`src/rtl/find_extents.sv`:
```
// Star extent finder: scans rows [mostTop, mostBottom] outward from
// the seed column and reports leftmost/rightmost bright columns.
module find_extents #(
  parameter int XW        = 3,
  parameter int YW        = 3,
  parameter int AW        = 6,
  parameter int CW        = 3,
  parameter int WIDTH     = 6,
  parameter int HEIGHT    = 6,
  parameter int THRESHOLD = 0
) (
  input  logic          clk,
  input  logic          reset,
  input  logic          start,
  input  logic [YW-1:0] mostTop,
  input  logic [YW-1:0] mostBottom,
  input  logic [XW-1:0] midPix,
  output logic [AW-1:0] mem_addr,
  input  logic [CW-1:0] mem_q,
  output logic          busy,
  output logic          done,
  output logic          found,
  output logic          err,
  output logic [XW-1:0] mostLeft,
  output logic [XW-1:0] mostRight
);

  typedef enum logic [2:0] {
    IDLE,
    ROW_START,
    ADDR,
    CMP,
    NEXT_ROW,
    DONE
  } state_t;

  typedef enum logic [1:0] {
    MID,
    RIGHT,
    LEFT
  } phase_t;

  localparam logic [XW-1:0] XMAX = XW'(WIDTH - 1);
  localparam logic [AW-1:0] WA   = AW'(WIDTH);
  localparam logic [31:0]   W32  = 32'(WIDTH);
  localparam logic [31:0]   H32  = 32'(HEIGHT);
  localparam logic [31:0]   T32  = 32'(THRESHOLD);

  state_t        state;
  state_t        stateNext;
  phase_t        phase;
  phase_t        phaseNext;
  logic [XW-1:0] x;
  logic [XW-1:0] xNext;
  logic [XW-1:0] midReg;
  logic [YW-1:0] y;
  logic [YW-1:0] yNext;
  logic [YW-1:0] bottomReg;
  logic          accept;
  logic          badParams;
  logic          bright;
  logic          update;
  logic          toLeft;

  assign badParams = (mostTop > mostBottom)
                  || (32'(mostBottom) >= H32)
                  || (32'(midPix) >= W32);
  assign bright = 32'(mem_q) > T32;
  assign busy   = (state != IDLE) && (state != DONE);
  assign done   = (state == DONE);

  // Next-state, scan position and extent-update decisions.
  always_comb begin
    stateNext = state;
    phaseNext = phase;
    xNext     = x;
    yNext     = y;
    accept    = 1'b0;
    update    = 1'b0;
    toLeft    = 1'b0;
    unique case (state)
      IDLE: begin
        if (start) begin
          accept    = 1'b1;
          yNext     = mostTop;
          stateNext = badParams ? DONE : ROW_START;
        end
      end
      ROW_START: begin
        xNext     = midReg;
        phaseNext = MID;
        stateNext = ADDR;
      end
      ADDR: begin
        stateNext = CMP;
      end
      CMP: begin
        unique case (phase)
          MID: begin
            if (!bright) begin
              stateNext = NEXT_ROW;
            end else begin
              update = 1'b1;
              if (x == XMAX) begin
                toLeft = 1'b1;
              end else begin
                xNext     = x + XW'(1);
                phaseNext = RIGHT;
                stateNext = ADDR;
              end
            end
          end
          RIGHT: begin
            if (bright) begin
              update = 1'b1;
              if (x == XMAX) begin
                toLeft = 1'b1;
              end else begin
                xNext     = x + XW'(1);
                stateNext = ADDR;
              end
            end else begin
              toLeft = 1'b1;
            end
          end
          LEFT: begin
            if (bright) begin
              update = 1'b1;
              if (x == '0) begin
                stateNext = NEXT_ROW;
              end else begin
                xNext     = x - XW'(1);
                stateNext = ADDR;
              end
            end else begin
              stateNext = NEXT_ROW;
            end
          end
          default: begin
            stateNext = NEXT_ROW;
          end
        endcase
        if (toLeft) begin
          if (midReg == '0) begin
            stateNext = NEXT_ROW;
          end else begin
            xNext     = midReg - XW'(1);
            phaseNext = LEFT;
            stateNext = ADDR;
          end
        end
      end
      NEXT_ROW: begin
        if (y == bottomReg) begin
          stateNext = DONE;
        end else begin
          yNext     = y + YW'(1);
          stateNext = ROW_START;
        end
      end
      DONE: begin
        stateNext = IDLE;
      end
      default: begin
        stateNext = IDLE;
      end
    endcase
  end

  // State, scan position, address register and result registers.
  always_ff @(posedge clk) begin
    if (reset) begin
      state     <= IDLE;
      phase     <= MID;
      x         <= '0;
      y         <= '0;
      midReg    <= '0;
      bottomReg <= '0;
      mem_addr  <= '0;
      found     <= 1'b0;
      err       <= 1'b0;
      mostLeft  <= '0;
      mostRight <= '0;
    end else begin
      state <= stateNext;
      phase <= phaseNext;
      x     <= xNext;
      y     <= yNext;
      if (accept) begin
        midReg    <= midPix;
        bottomReg <= mostBottom;
        mostLeft  <= XMAX;
        mostRight <= '0;
        found     <= 1'b0;
        err       <= badParams;
      end
      if (update) begin
        found <= 1'b1;
        if (x < mostLeft) mostLeft <= x;
        if (x > mostRight) mostRight <= x;
      end
      if (stateNext == ADDR) begin
        mem_addr <= AW'(yNext) * WA + AW'(xNext);
      end
    end
  end

endmodule

```
`config.mk`:
```
export PLATFORM = sky130hd
export DESIGN_NAME = find_extents
export DESIGN_NICKNAME = d
export VERILOG_FILES = /design/src/rtl/find_extents.sv
export SDC_FILE = /design/constraint.sdc
export NUM_CORES = 1
export LEC_CHECK = 0
export BUFFER_PORTS_ARGS = -buffer_cell sky130_fd_sc_hd__buf_2
export CORE_UTILIZATION = 43
export DETAILED_ROUTE_END_ITERATION = 8
export GPL_TIMING_DRIVEN = 0
export PLACE_DENSITY = 0.6
export SYNTH_ARGS = -nofsm -noshare
export SYNTH_HDL_FRONTEND = slang
export SYNTH_SLANG_ARGS = --single-unit
```
`constraint.sdc`:
```
create_clock -name clk -period 3.9 [get_ports clk]
set_input_delay 0.78 -clock clk [delete_from_list [all_inputs] [get_ports clk]]
set_output_delay 0.78 -clock clk [all_outputs]
set_load 0.03 [all_outputs]
```
; After elaboration in Yosys (flattened, before gate mapping)
; Cells that the tools add are included.
[op_classes]
n_mul = 1
reduce_logical = 12
n_eq_ne = 11
n_mux = 47
n_addsub = 5
magnitude_cmp = 6
[op_table]
columns = operator, n
row1 = $mux 3, 24
row2 = $pmux 3 s2, 3
row3 = $pmux 3 s5, 1
row4 = $mux 1, 11
row5 = $mux 2, 5
row6 = $eq 3x2->1 const B, 3
row7 = $eq 3x3->1 const B, 3
row8 = $logic_not 3->1, 3
row9 = $pmux 3 s3, 1
row10 = $add 3x1->3 const B, 2
row11 = $add 6x3->6, 1
row12 = $ge 3x3->1 const B, 2
row13 = $gt 3x3->1, 2
row14 = $sub 3x1->3 const B, 2
row15 = $mul 3x2->5 const B, 1
row16 = $pmux 2 s2, 1
row17 = $reduce_bool 2->1, 2
row18 = $eq 3x1->1 const B, 1
row19 = $eq 3x3->1, 1
row20 = $gt 3x1->1 const B, 1
row21 = $lt 3x3->1, 1
row22 = $ne 3x3->1 const B, 1
row23 = $reduce_bool 3->1, 1
row24 = $reduce_or 3->1, 1
row25 = 7 further kinds, 8
[totals]
inputBits = 15
register_bits = 31
out_inout_bits = 16
word_cells = 93

; Longest topological paths before layout
; Gate-level depths: netlist of the first run.
[logic_depth]
ltp_word = 8
ltp_mapped = 13
depth_no_buf = 13

; Worst setup path before layout of the first run
; No wires, ideal clock.
[synth_timing]
path_kind = input -> register
start = input port start
end = register mem_addr[4]
path_stages = 11
arrival_ns = 3.137
n_path_buf = 1
slack_ns = 0.684
cell_sequence = nor4b_2 -> clkbuf_1 -> a222oi_1 -> inv_1 -> ha_1 -> inv_1 -> fa_1 -> nor2_1 -> xnor2_1 -> xnor2_1 -> a211oi_2
[synth_via]
elab_chain_len = 4
word_cells_on_any_way = 7
[synth_lines]
columns = element, line
row1 = start: declaration, 14  ; input logic start,
row2 = $mux 3, 83  ; if (start) begin
row3 = $pmux 3 s2, 81  ; unique case (state)
row4 = net yNext[1], 57  ; logic [YW-1:0] yNext;
row5 = $mul 3x2->5, 203  ; mem_addr <= AW'(yNext) * WA + AW'(xNext);
row6 = $add 6x3->6, 203
row7 = end signal: assignment, 203
row8 = end: declaration, 18  ; output logic [AW-1:0] mem_addr,
; The timed path passes the listed nets, and every way through them passes these cells.
; A chain may end at the register's enable or synchronous reset.

; Final worst setup path of the first run
; Same ends and word-level chain as after synthesis.

==> results of run 1 <==
[kinds of logic after synthesis]
group,count (synthesis),synth area share
AOI/OAI and AO/OA,65,0.219
xor gates and xnor gates,9,0.0390
buffers and inverters,28,0.0533
and+or+nand+nor,82,0.206
DFF,31,0.307
muxes,6,0.0316
adders and majority gates,22,0.144
[state kept, by name (all words and copies together), names as in the netlist]
| register | cells |
|---|---|
| err | 1 |
| midReg | 3 |
| y | 3 |
| bottomReg | 3 |
| found | 1 |
| mem_addr | 6 |
| mostLeft | 3 |
| mostRight | 3 |
| x | 3 |
| state | 3 |
| phase | 2 |
[metal layers]
| metal | global-route usage | vias to the layer above | wire [µm] |
|---|---|---|---|
| met4 | 0.0600 | 0 | 29 |
| li1 | - | 930 | - |
| met5 | 0 | - | 0 |
| met3 | 0.0342 | 4 | 160 |
| met2 | 0.307 | 33 | 2020 |
| met1 | 0.261 | 807 | 2270 |
[final cells by class]
cell class | count | area, µm² | share of cell area
tap | 52 | 65.1 | 0.0281
clock inverter | 1 | 5.00 | 0.00216
sequential | 31 | 621 | 0.268
buffer | 11 | 43.8 | 0.0189
timing repair buffer | 30 | 150 | 0.0648
multi-input combinational | 184 | 1290 | 0.558
clock buffer | 7 | 76.3 | 0.0330
inverter | 17 | 63.8 | 0.0276
[Yosys cell counts (all sizes together), types with 2 or more instances]
master	instances	area, µm²
and2b	2	17.5
a21o	3	22.5
a311oi	2	23.8
xnor2	7	61.3
o21ai	6	30.0
a31oi	4	25.0
o21bai	2	15.0
ha	20	250
nor2	20	75.1
fa	2	40.0
nand2	26	100
a211oi	4	35.0
inv	17	63.8
mux2i	6	63.8
a211o	2	17.5
nor3	6	35.0
a21oi	28	151
o22ai	2	18.8
nand3	4	20.0
nand4	2	12.5
buf	4	17.5
dfxtp	31	621
or2	2	12.5
nand2b	2	12.5
o21a	2	15.0
xor2	2	17.5
or3	6	37.5
nor2b	6	37.5
clkbuf	7	26.3
[worst max path at each step]
stage / to / slack, ns / cells past startpoint
after floorplan: mem_addr[4] / 0.68 / 11
after global placement: mem_addr[4] / 0.18 / 12
after detailed placement: mem_addr[4] / 0.17 / 12
after CTS: mem_addr[4] / 0.46 / 12
after global routing: mem_addr[4] / 0.24 / 12
final: mem_addr[4] / 0.49 / 12
[worst register-to-register path, cell delays in order (launching register included)]
cell,delay [ns]
dfxtp_1,0.44
xnor2_1,0.17
nand3_1,0.18
nor2b_1,0.18
a222oi_1,0.63
inv_1,0.15
ha_1,0.23
inv_1,0.07
fa_1,0.45
nor2_1,0.15
xnor2_1,0.14
xnor2_1,0.10
a211oi_2,0.22
[power groups by stage]
stage / logic (mW) / clock network [mW] / registers, mW
2_1_floorplan: 0.202 / 0 / 0.399
3_3_place_gp: 0.294 / 0 / 0.380
3_5_place_dp: 0.294 / 0 / 0.380
4_1_cts: 0.296 / 0.252 / 0.373
5_1_grt: 0.330 / 0.266 / 0.377
6_report: 0.294 / 0.243 / 0.373
==> run_results.csv, run 1 <==
group,metric,value,unit
timing,setup_tns,0,ns
floorplan,die_x,70.5,µm
setup_path,reg2regPathDepth,12,
synthesis,synth_ff_type,"dfxtp_1",
timing,fin_crit,3.41,ns
synthesis,avgSynthCellArea,8.31,µm²
clocking,cts_root_buf,"clkbuf_8",
clocking,post-cts-setup-buffers,0,
clocking,htree_levels,2,
placement,numPortBuffers,30,
drt,drtIter0Drc,85,
pwr,seqPwrFrac,0.410,
setup_path,crit_fanout,10,
min_path,min_path_type,"flop to flop",
synthesis,synth_edf_count,0,
clocking,clkSinkCount,31,
placement,dpl_cell_area,2230,µm²
setup_path,path_class,"primary input to flop",
clocking,cts_buffers,5,
clocking,cts_tree,"built",
cells_and_area,stdcell_count,333,
floorplan,die_area,4970,µm²
clocking,clkSlewWorstSetupHoldPaths,0.07,ns
drt,vias,1774,
drt,wirelength,4.48,mm
pwr,p_sw_frac,0.355,
placement,dpl.cell_count,325,
floorplan,coreArea,4440,µm²
run,maxCapViolations,0,
timing,fmax,0.293,GHz
setup_path,critPathMaxStageDelay,0.75,ns
timing,finalHoldViolations,0,
timing,min_period_over_period,0.874,
drt,routedWlPerCell,13.5,µm
floorplan,die_h,70.5,µm
placement,routabilityCongestion,0.850,
clocking,clk_latency,0.28,ns
clocking,ctsResizeCount,0,
timing,holdWs,0.451,ns
cells_and_area,drive_gt1_frac,0.174,
pwr,total_power,0.910,mW
cells_and_area,antenna_cells,0,
floorplan,row_count,24,
drt,antenna_left,0,
grt,grt_pass1_vias,1599,
setup_path,worstPathRequired,4.10,ns
clocking,clk_path_buf_depth,2,
synthesis,syn_inst,243,
synthesis,yosysSeqAreaShare,0.307,
setup_path,worstSetupStartpoint,"start",
floorplan,io_pins,31,
setup_path,crit_chain,"buf_2 > nor4b_2 > clkbuf_1 > a222oi_1 > inv_1 > ha_1 > inv_1 > fa_1 > nor2_1 > xnor2_1 > xnor2_1 > a211oi_2",
synthesis,netlist_area,2020,µm²
pwr,p_int,0.586,mW
cells_and_area,final_cell_mix,"buf_2, dfxtp_1, a21oi_1",
synthesis,synth_async_sr_flop_share,0,
cells_and_area,fin_util,0.521,
pwr,p_comb_frac,0.323,
synthesis,ys_types,55,
placement,pre_cts_ws,0.170,ns
setup_path,crit_slowest_cell,"a222oi_1",
grt,grt-ovfl-total,0,
pwr,p_per_area,393,nW/µm²
setup_path,endpoint_kind,"flop",
timing,slew_headroom,0.507,
grt,antenna_found_initial,0,
timing,fin_skew,0.00823,ns
drt,drt-pass1-iter-count,9,
grt,globalRouteTotalUtil,0.191,
setup_path,rrSetupSlack,0.72,ns
setup_path,startpoint_type,"primary input",
setup_path,r2r-start,"y[0]",
min_path,min_from,"found",
setup_path,crit_buf_inv,4,
setup_path,rr_endpoint,"mem_addr[4]",
drt,drc,4,
pwr,p_leak,0.967,nW
cells_and_area,n_fill_cell,459,
synthesis,synth_nets,280,
cells_and_area,finalInstanceArea,2320,µm²
setup_path,path_delay_family,"compound AO/OA/AOI/OAI gates",
placement,hpwl,3.40,mm
clocking,cts.hold.buffers_added,0,
min_path,whs_path_depth,2,
grt,grt_pass1_wl,7.44,mm
run_status,violations,"DRC",
cells_and_area,final_common_cell,"buf_2",
pwr,p_clk_frac,0.267,
floorplan,start_util,0.454,
synthesis,yosysWarnings,0,
timing,rsz0062_at_grt,"false",
timing,final.setup.worst_slack,0.490,ns
pwr,peakVddDrop,0.225,mV
min_path,holdPathEnd,"found",
cells_and_area,syn_to_final_growth,14.7,%
timing,setup-violations-final,0,
run_status,status,"finished with violations",
setup_path,arrival,3.61,ns
timing,timing_worst_slew_pin_value,0.740,ns
cells_and_area,fin_nets,317,
grt,grt_max_degree,11,
pwr,p_sw,0.323,mW
timing,slew_viol_final,0,
drt,routed_via_density,5.33,
synthesis,ys_ff_latch,31,
(Power assumes the default switching activity.)
==> run 2: changes to the inputs <==
--- a/config.mk
+++ b/config.mk
@@ -6,6 +6,7 @@
 export NUM_CORES = 1
 export LEC_CHECK = 0
 export BUFFER_PORTS_ARGS = -buffer_cell sky130_fd_sc_hd__buf_2
+export CORE_MARGIN = 2
 export CORE_UTILIZATION = 43
 export DETAILED_ROUTE_END_ITERATION = 8
 export GPL_TIMING_DRIVEN = 0
==> run_results.csv, run 2 (synthesis results as in run 1) <==
group,metric,value,unit
clocking,cts.hold.buffers_added,0,
drt,top_layer_used,"met4",
drt,routed_via_density,5.34,
cells_and_area,seq_area,621,µm²
cells_and_area,drive_gt1_frac,0.181,
grt,globalRouteTotalUtil,0.188,
setup_path,crit_fanout,10,
timing,fin_skew,0.00366,ns
floorplan,io_pins,31,
setup_path,crit_slowest_cell,"a222oi_1",
floorplan,die_h,72.5,µm
clocking,cts_tree,"built",
timing,holdWs,0.455,ns
floorplan,die_area,5260,µm²
grt,grt_pass1_vias,1667,
clocking,clk_path_buf_depth,2,
cells_and_area,fin_util,0.526,
setup_path,endpoint_kind,"flop",
cells_and_area,fin_nets,317,
setup_path,path_class,"primary input to flop",
grt,antenna_found_initial,0,
placement,numPortBuffers,30,
floorplan,coreArea,4440,µm²
cells_and_area,multi_input_area,1290,µm²
floorplan,row_count,24,
floorplan,die_x,72.5,µm
run_status,status,"finished, final reports clean",
cells_and_area,finalInstanceArea,2340,µm²
grt,grt_max_degree,11,
grt,grt_pass1_wl,7.75,mm
timing,slew_headroom,0.505,
timing,slew_viol_final,0,
timing,setup_tns,0,ns
cells_and_area,final_cell_mix,"buf_2, dfxtp_1, a21oi_1",
grt,grt-ovfl-total,0,
clocking,clk_latency,0.28,ns
drt,wirelength,4.61,mm
floorplan,start_util,0.454,
clocking,cts_root_buf,"clkbuf_8",
placement,dpl_cell_area,2230,µm²
cells_and_area,antenna_cells,0,
pwr,peakVddDrop,0.217,mV
timing,rsz0062_at_grt,"false",
cells_and_area,largest_reg_flops,6,
pwr,p_leak,0.975,nW
clocking,cts_buffers,5,
drt,met2_length,2.10,mm
timing,fin_crit,3.43,ns
setup_path,worstPathRequired,4.11,ns
cells_and_area,n_fill_cell,467,
drt,drtIter0Drc,45,
timing,setup-violations-final,0,
drt,antenna_left,0,
timing,min_period_over_period,0.879,
pwr,total_power,0.956,mW
setup_path,arrival,3.64,ns
setup_path,startpoint_type,"primary input",
drt,drt-pass1-iter-count,4,
cells_and_area,syn_to_final_growth,15.8,%
clocking,ctsResizeCount,0,
drt,routedWlPerCell,13.9,µm
cells_and_area,final_common_cell,"buf_2",
timing,timing_worst_slew_pin_value,0.743,ns
setup_path,critPathMaxStageDelay,0.76,ns
placement,hpwl,3.51,mm
clocking,clkSlewWorstSetupHoldPaths,0.07,ns
timing,fmax,0.292,GHz
drt,routed-wl-met3,155,µm
setup_path,crit_chain,"buf_2 > nor4b_2 > clkbuf_1 > a222oi_1 > inv_1 > ha_1 > inv_1 > fa_1 > nor2_1 > xnor2_1 > xnor2_1 > a211oi_2",
clocking,clkSinkCount,31,
drt,vias,1779,
pwr,p_per_area,409,nW/µm²
timing,finalHoldViolations,0,
run,maxCapViolations,0,
cells_and_area,regMostFlops,"mem_addr",
placement,routabilityCongestion,0.862,
drt,met1_length,2.28,mm
drt,drc,0,
clocking,htree_levels,2,
min_path,min_path_type,"flop to flop",
clocking,post-cts-setup-buffers,0,
-- run 2: final timing paths --
path,cells past startpoint,slack [ns],start,endpoint
worst max register to register,11,0.67,state[0],mem_addr[4]
worst min-delay path,2,0.45,err,err
worst max-delay path,12,0.47,start,mem_addr[4]
worst min register to register,2,0.45,err,err
-- run 2: cell type report --
| class | instances | area share |
|---|---|---|
| Buffer | 11 | 0.0187 |
| Inverter | 17 | 0.0273 |
| Timing Repair Buffer | 30 | 0.0642 |
| Multi-Input combinational cell | 184 | 0.552 |
| Clock inverter | 1 | 0.00321 |
| Clock buffer | 7 | 0.0412 |
| Tap cell | 52 | 0.0278 |
| Sequential cell | 31 | 0.265 |
-- run 2: stage by stage --
stage          setup WS, ns  instances
2_1_floorplan         0.684        243
3_3_place_gp          0.184        325
3_5_place_dp          0.134        325
4_1_cts               0.433        333
5_1_grt               0.222        333
6_report              0.470        333
-- run 2: routing by layer --
layer	track usage	vias to the layer above
met5	0	-
met4	0.0700	0
met3	0.0347	9
met2	0.301	35
met1	0.252	804
li1	-	931
-- run 2: worst max-delay path, delay by kind of cell --
family | cells | cell delay [ns]
fa+ha+maj | 2 | 0.69
compound gates | 2 | 0.97
simple gates | 2 | 0.34
buf+inv | 4 | 0.61
xor+xnor | 2 | 0.25
-- run 2: power by group --
part / leakage [nW] / switching (mW) / total (mW) / internal [mW]
logic: 0.671 / 0.181 / 0.297 / 0.116
clock network: 0.0505 / 0.126 / 0.286 / 0.160
registers: 0.253 / 0.0269 / 0.373 / 0.346
total: 0.975 / 0.333 / 0.956 / 0.622
==> run 3: changes to the inputs <==
--- a/config.mk
+++ b/config.mk
@@ -7,10 +7,10 @@
 export LEC_CHECK = 0
 export BUFFER_PORTS_ARGS = -buffer_cell sky130_fd_sc_hd__buf_2
 export CORE_MARGIN = 2
-export CORE_UTILIZATION = 43
+export CORE_UTILIZATION = 50
 export DETAILED_ROUTE_END_ITERATION = 8
 export GPL_TIMING_DRIVEN = 0
-export PLACE_DENSITY = 0.6
+export PLACE_DENSITY = 0.69
 export SYNTH_ARGS = -nofsm -noshare
 export SYNTH_HDL_FRONTEND = slang
 export SYNTH_SLANG_ARGS = --single-unit
==> run_results.csv, run 3 (synthesis results as in run 1) <==
group,metric,value,unit
cells_and_area,fin_util,0.588,
placement,hpwl,3.35,mm
drt,routed_via_density,5.45,
placement,dpl_cell_area,2230,µm²
floorplan,die_area,4560,µm²
min_path,min_path_type,"flop to flop",
cells_and_area,regMostFlops,"mem_addr",
run_status,status,"finished, final reports clean",
setup_path,reg2regPathDepth,12,
setup_path,path_class,"primary input to flop",
timing,slew_headroom,0.484,
drt,drt-pass1-iter-count,4,
drt,wirelength,4.48,mm
clocking,clk_path_buf_depth,2,
floorplan,die_x,67.6,µm
cells_and_area,fin_nets,317,
floorplan,start_util,0.512,
grt,grt-ovfl-total,0,
drt,vias,1797,
setup_path,crit_fanout,10,
placement,routabilityCongestion,0.827,
timing,fin_skew,0.00841,ns
clocking,clkSinkCount,31,
placement,dpl.cell_count,323,
clocking,cts_tree,"built",
cells_and_area,largest_reg_flops,6,
pwr,p_leak,0.972,nW
timing,final.setup.worst_slack,0.485,ns
grt,grt_pass1_wl,7.27,mm
setup_path,rr_endpoint,"mem_addr[4]",
setup_path,startpoint_type,"primary input",
pwr,total_power,0.926,mW
grt,grt_max_degree,11,
run,maxCapViolations,0,
clocking,cts_buffers,5,
setup_path,endpoint_kind,"flop",
drt,routedWlPerCell,13.6,µm
timing,finalHoldViolations,0,
floorplan,io_pins,31,
drt,drc,0,
cells_and_area,final_common_cell,"buf_2",
placement,numPortBuffers,30,
cells_and_area,antenna_cells,0,
min_path,holdPathEnd,"found",
clocking,post-cts-setup-buffers,0,
timing,setup-violations-final,0,
cells_and_area,finalInstanceArea,2320,µm²
setup_path,arrival,3.62,ns
cells_and_area,final_cell_mix,"buf_2, dfxtp_1, a21oi_1",
clocking,clk_latency,0.28,ns
setup_path,worstPathRequired,4.11,ns
min_path,min_from,"found",
timing,rsz0062_at_grt,"false",
setup_path,rrSetupSlack,0.68,ns
drt,drtIter0Drc,64,
floorplan,die_h,67.6,µm
grt,antenna_found_initial,0,
cells_and_area,stdcell_count,330,
clocking,clkSlewWorstSetupHoldPaths,0.07,ns
pwr,peakVddDrop,0.205,mV
drt,antenna_left,0,
cells_and_area,drive_gt1_frac,0.179,
clocking,ctsResizeCount,0,
clocking,cts_root_buf,"clkbuf_8",
clocking,cts.hold.buffers_added,0,
pwr,p_per_area,399,nW/µm²
timing,slew_viol_final,0,
timing,min_period_over_period,0.876,
cells_and_area,syn_to_final_growth,14.9,%
timing,holdWs,0.451,ns
placement,pre_cts_ws,0.147,ns
floorplan,row_count,23,
clocking,htree_levels,2,
grt,globalRouteTotalUtil,0.216,
grt,grt_pass1_vias,1637,
min_path,whs_path_depth,2,
timing,fin_crit,3.41,ns
setup_path,r2r-start,"y[0]",
floorplan,coreArea,3940,µm²
timing,fmax,0.293,GHz
timing,setup_tns,0,ns
timing,timing_worst_slew_pin_value,0.773,ns
run 3: worst max-delay path by stage:
| stage | startpoint | to | slack, ns | cells past startpoint |
|---|---|---|---|---|
| floorplan | start | mem_addr[4] | 0.68 | 11 |
| global placement | start | mem_addr[4] | 0.17 | 12 |
| detailed placement | start | mem_addr[4] | 0.15 | 12 |
| CTS | start | mem_addr[4] | 0.44 | 12 |
| global route | start | mem_addr[4] | 0.22 | 12 |
| finish | start | mem_addr[4] | 0.49 | 12 |
run 3: critical path: stages:
cell and delay, ns:
buf_2 0.13, nor4b_2 0.18, clkbuf_1 0.24, a222oi_1 0.77
inv_1 0.15, ha_1 0.25, inv_1 0.07, fa_1 0.44
nor2_1 0.15, xnor2_1 0.14, xnor2_1 0.09, a211oi_2 0.21
run 3: power breakdown:
| group | switching (mW) | leakage, nW | internal (mW) |
|---|---|---|---|
| combinational | 0.179 | 0.671 | 0.116 |
| clock | 0.120 | 0.0470 | 0.138 |
| sequential | 0.0269 | 0.253 | 0.346 |
run 3: area by class of cell:
cell class	instances	area, µm²
Clock inverter	1	5.00
Multi-Input combinational cell	184	1290
Inverter	17	63.8
Timing Repair Buffer	30	150
Fill cell	362	1620
Buffer	11	43.8
Tap cell	50	62.6
Clock buffer	6	82.6
Sequential cell	31	621
run 3: layer usage:
metal | track usage | up-vias | part of all wire
li1 | - | 929 | -
met1 | 0.260 | 828 | 0.47
met2 | 0.369 | 32 | 0.48
met3 | 0.0417 | 8 | 0.035
met4 | 0.0995 | 0 | 0.020
met5 | 0 | - | 0
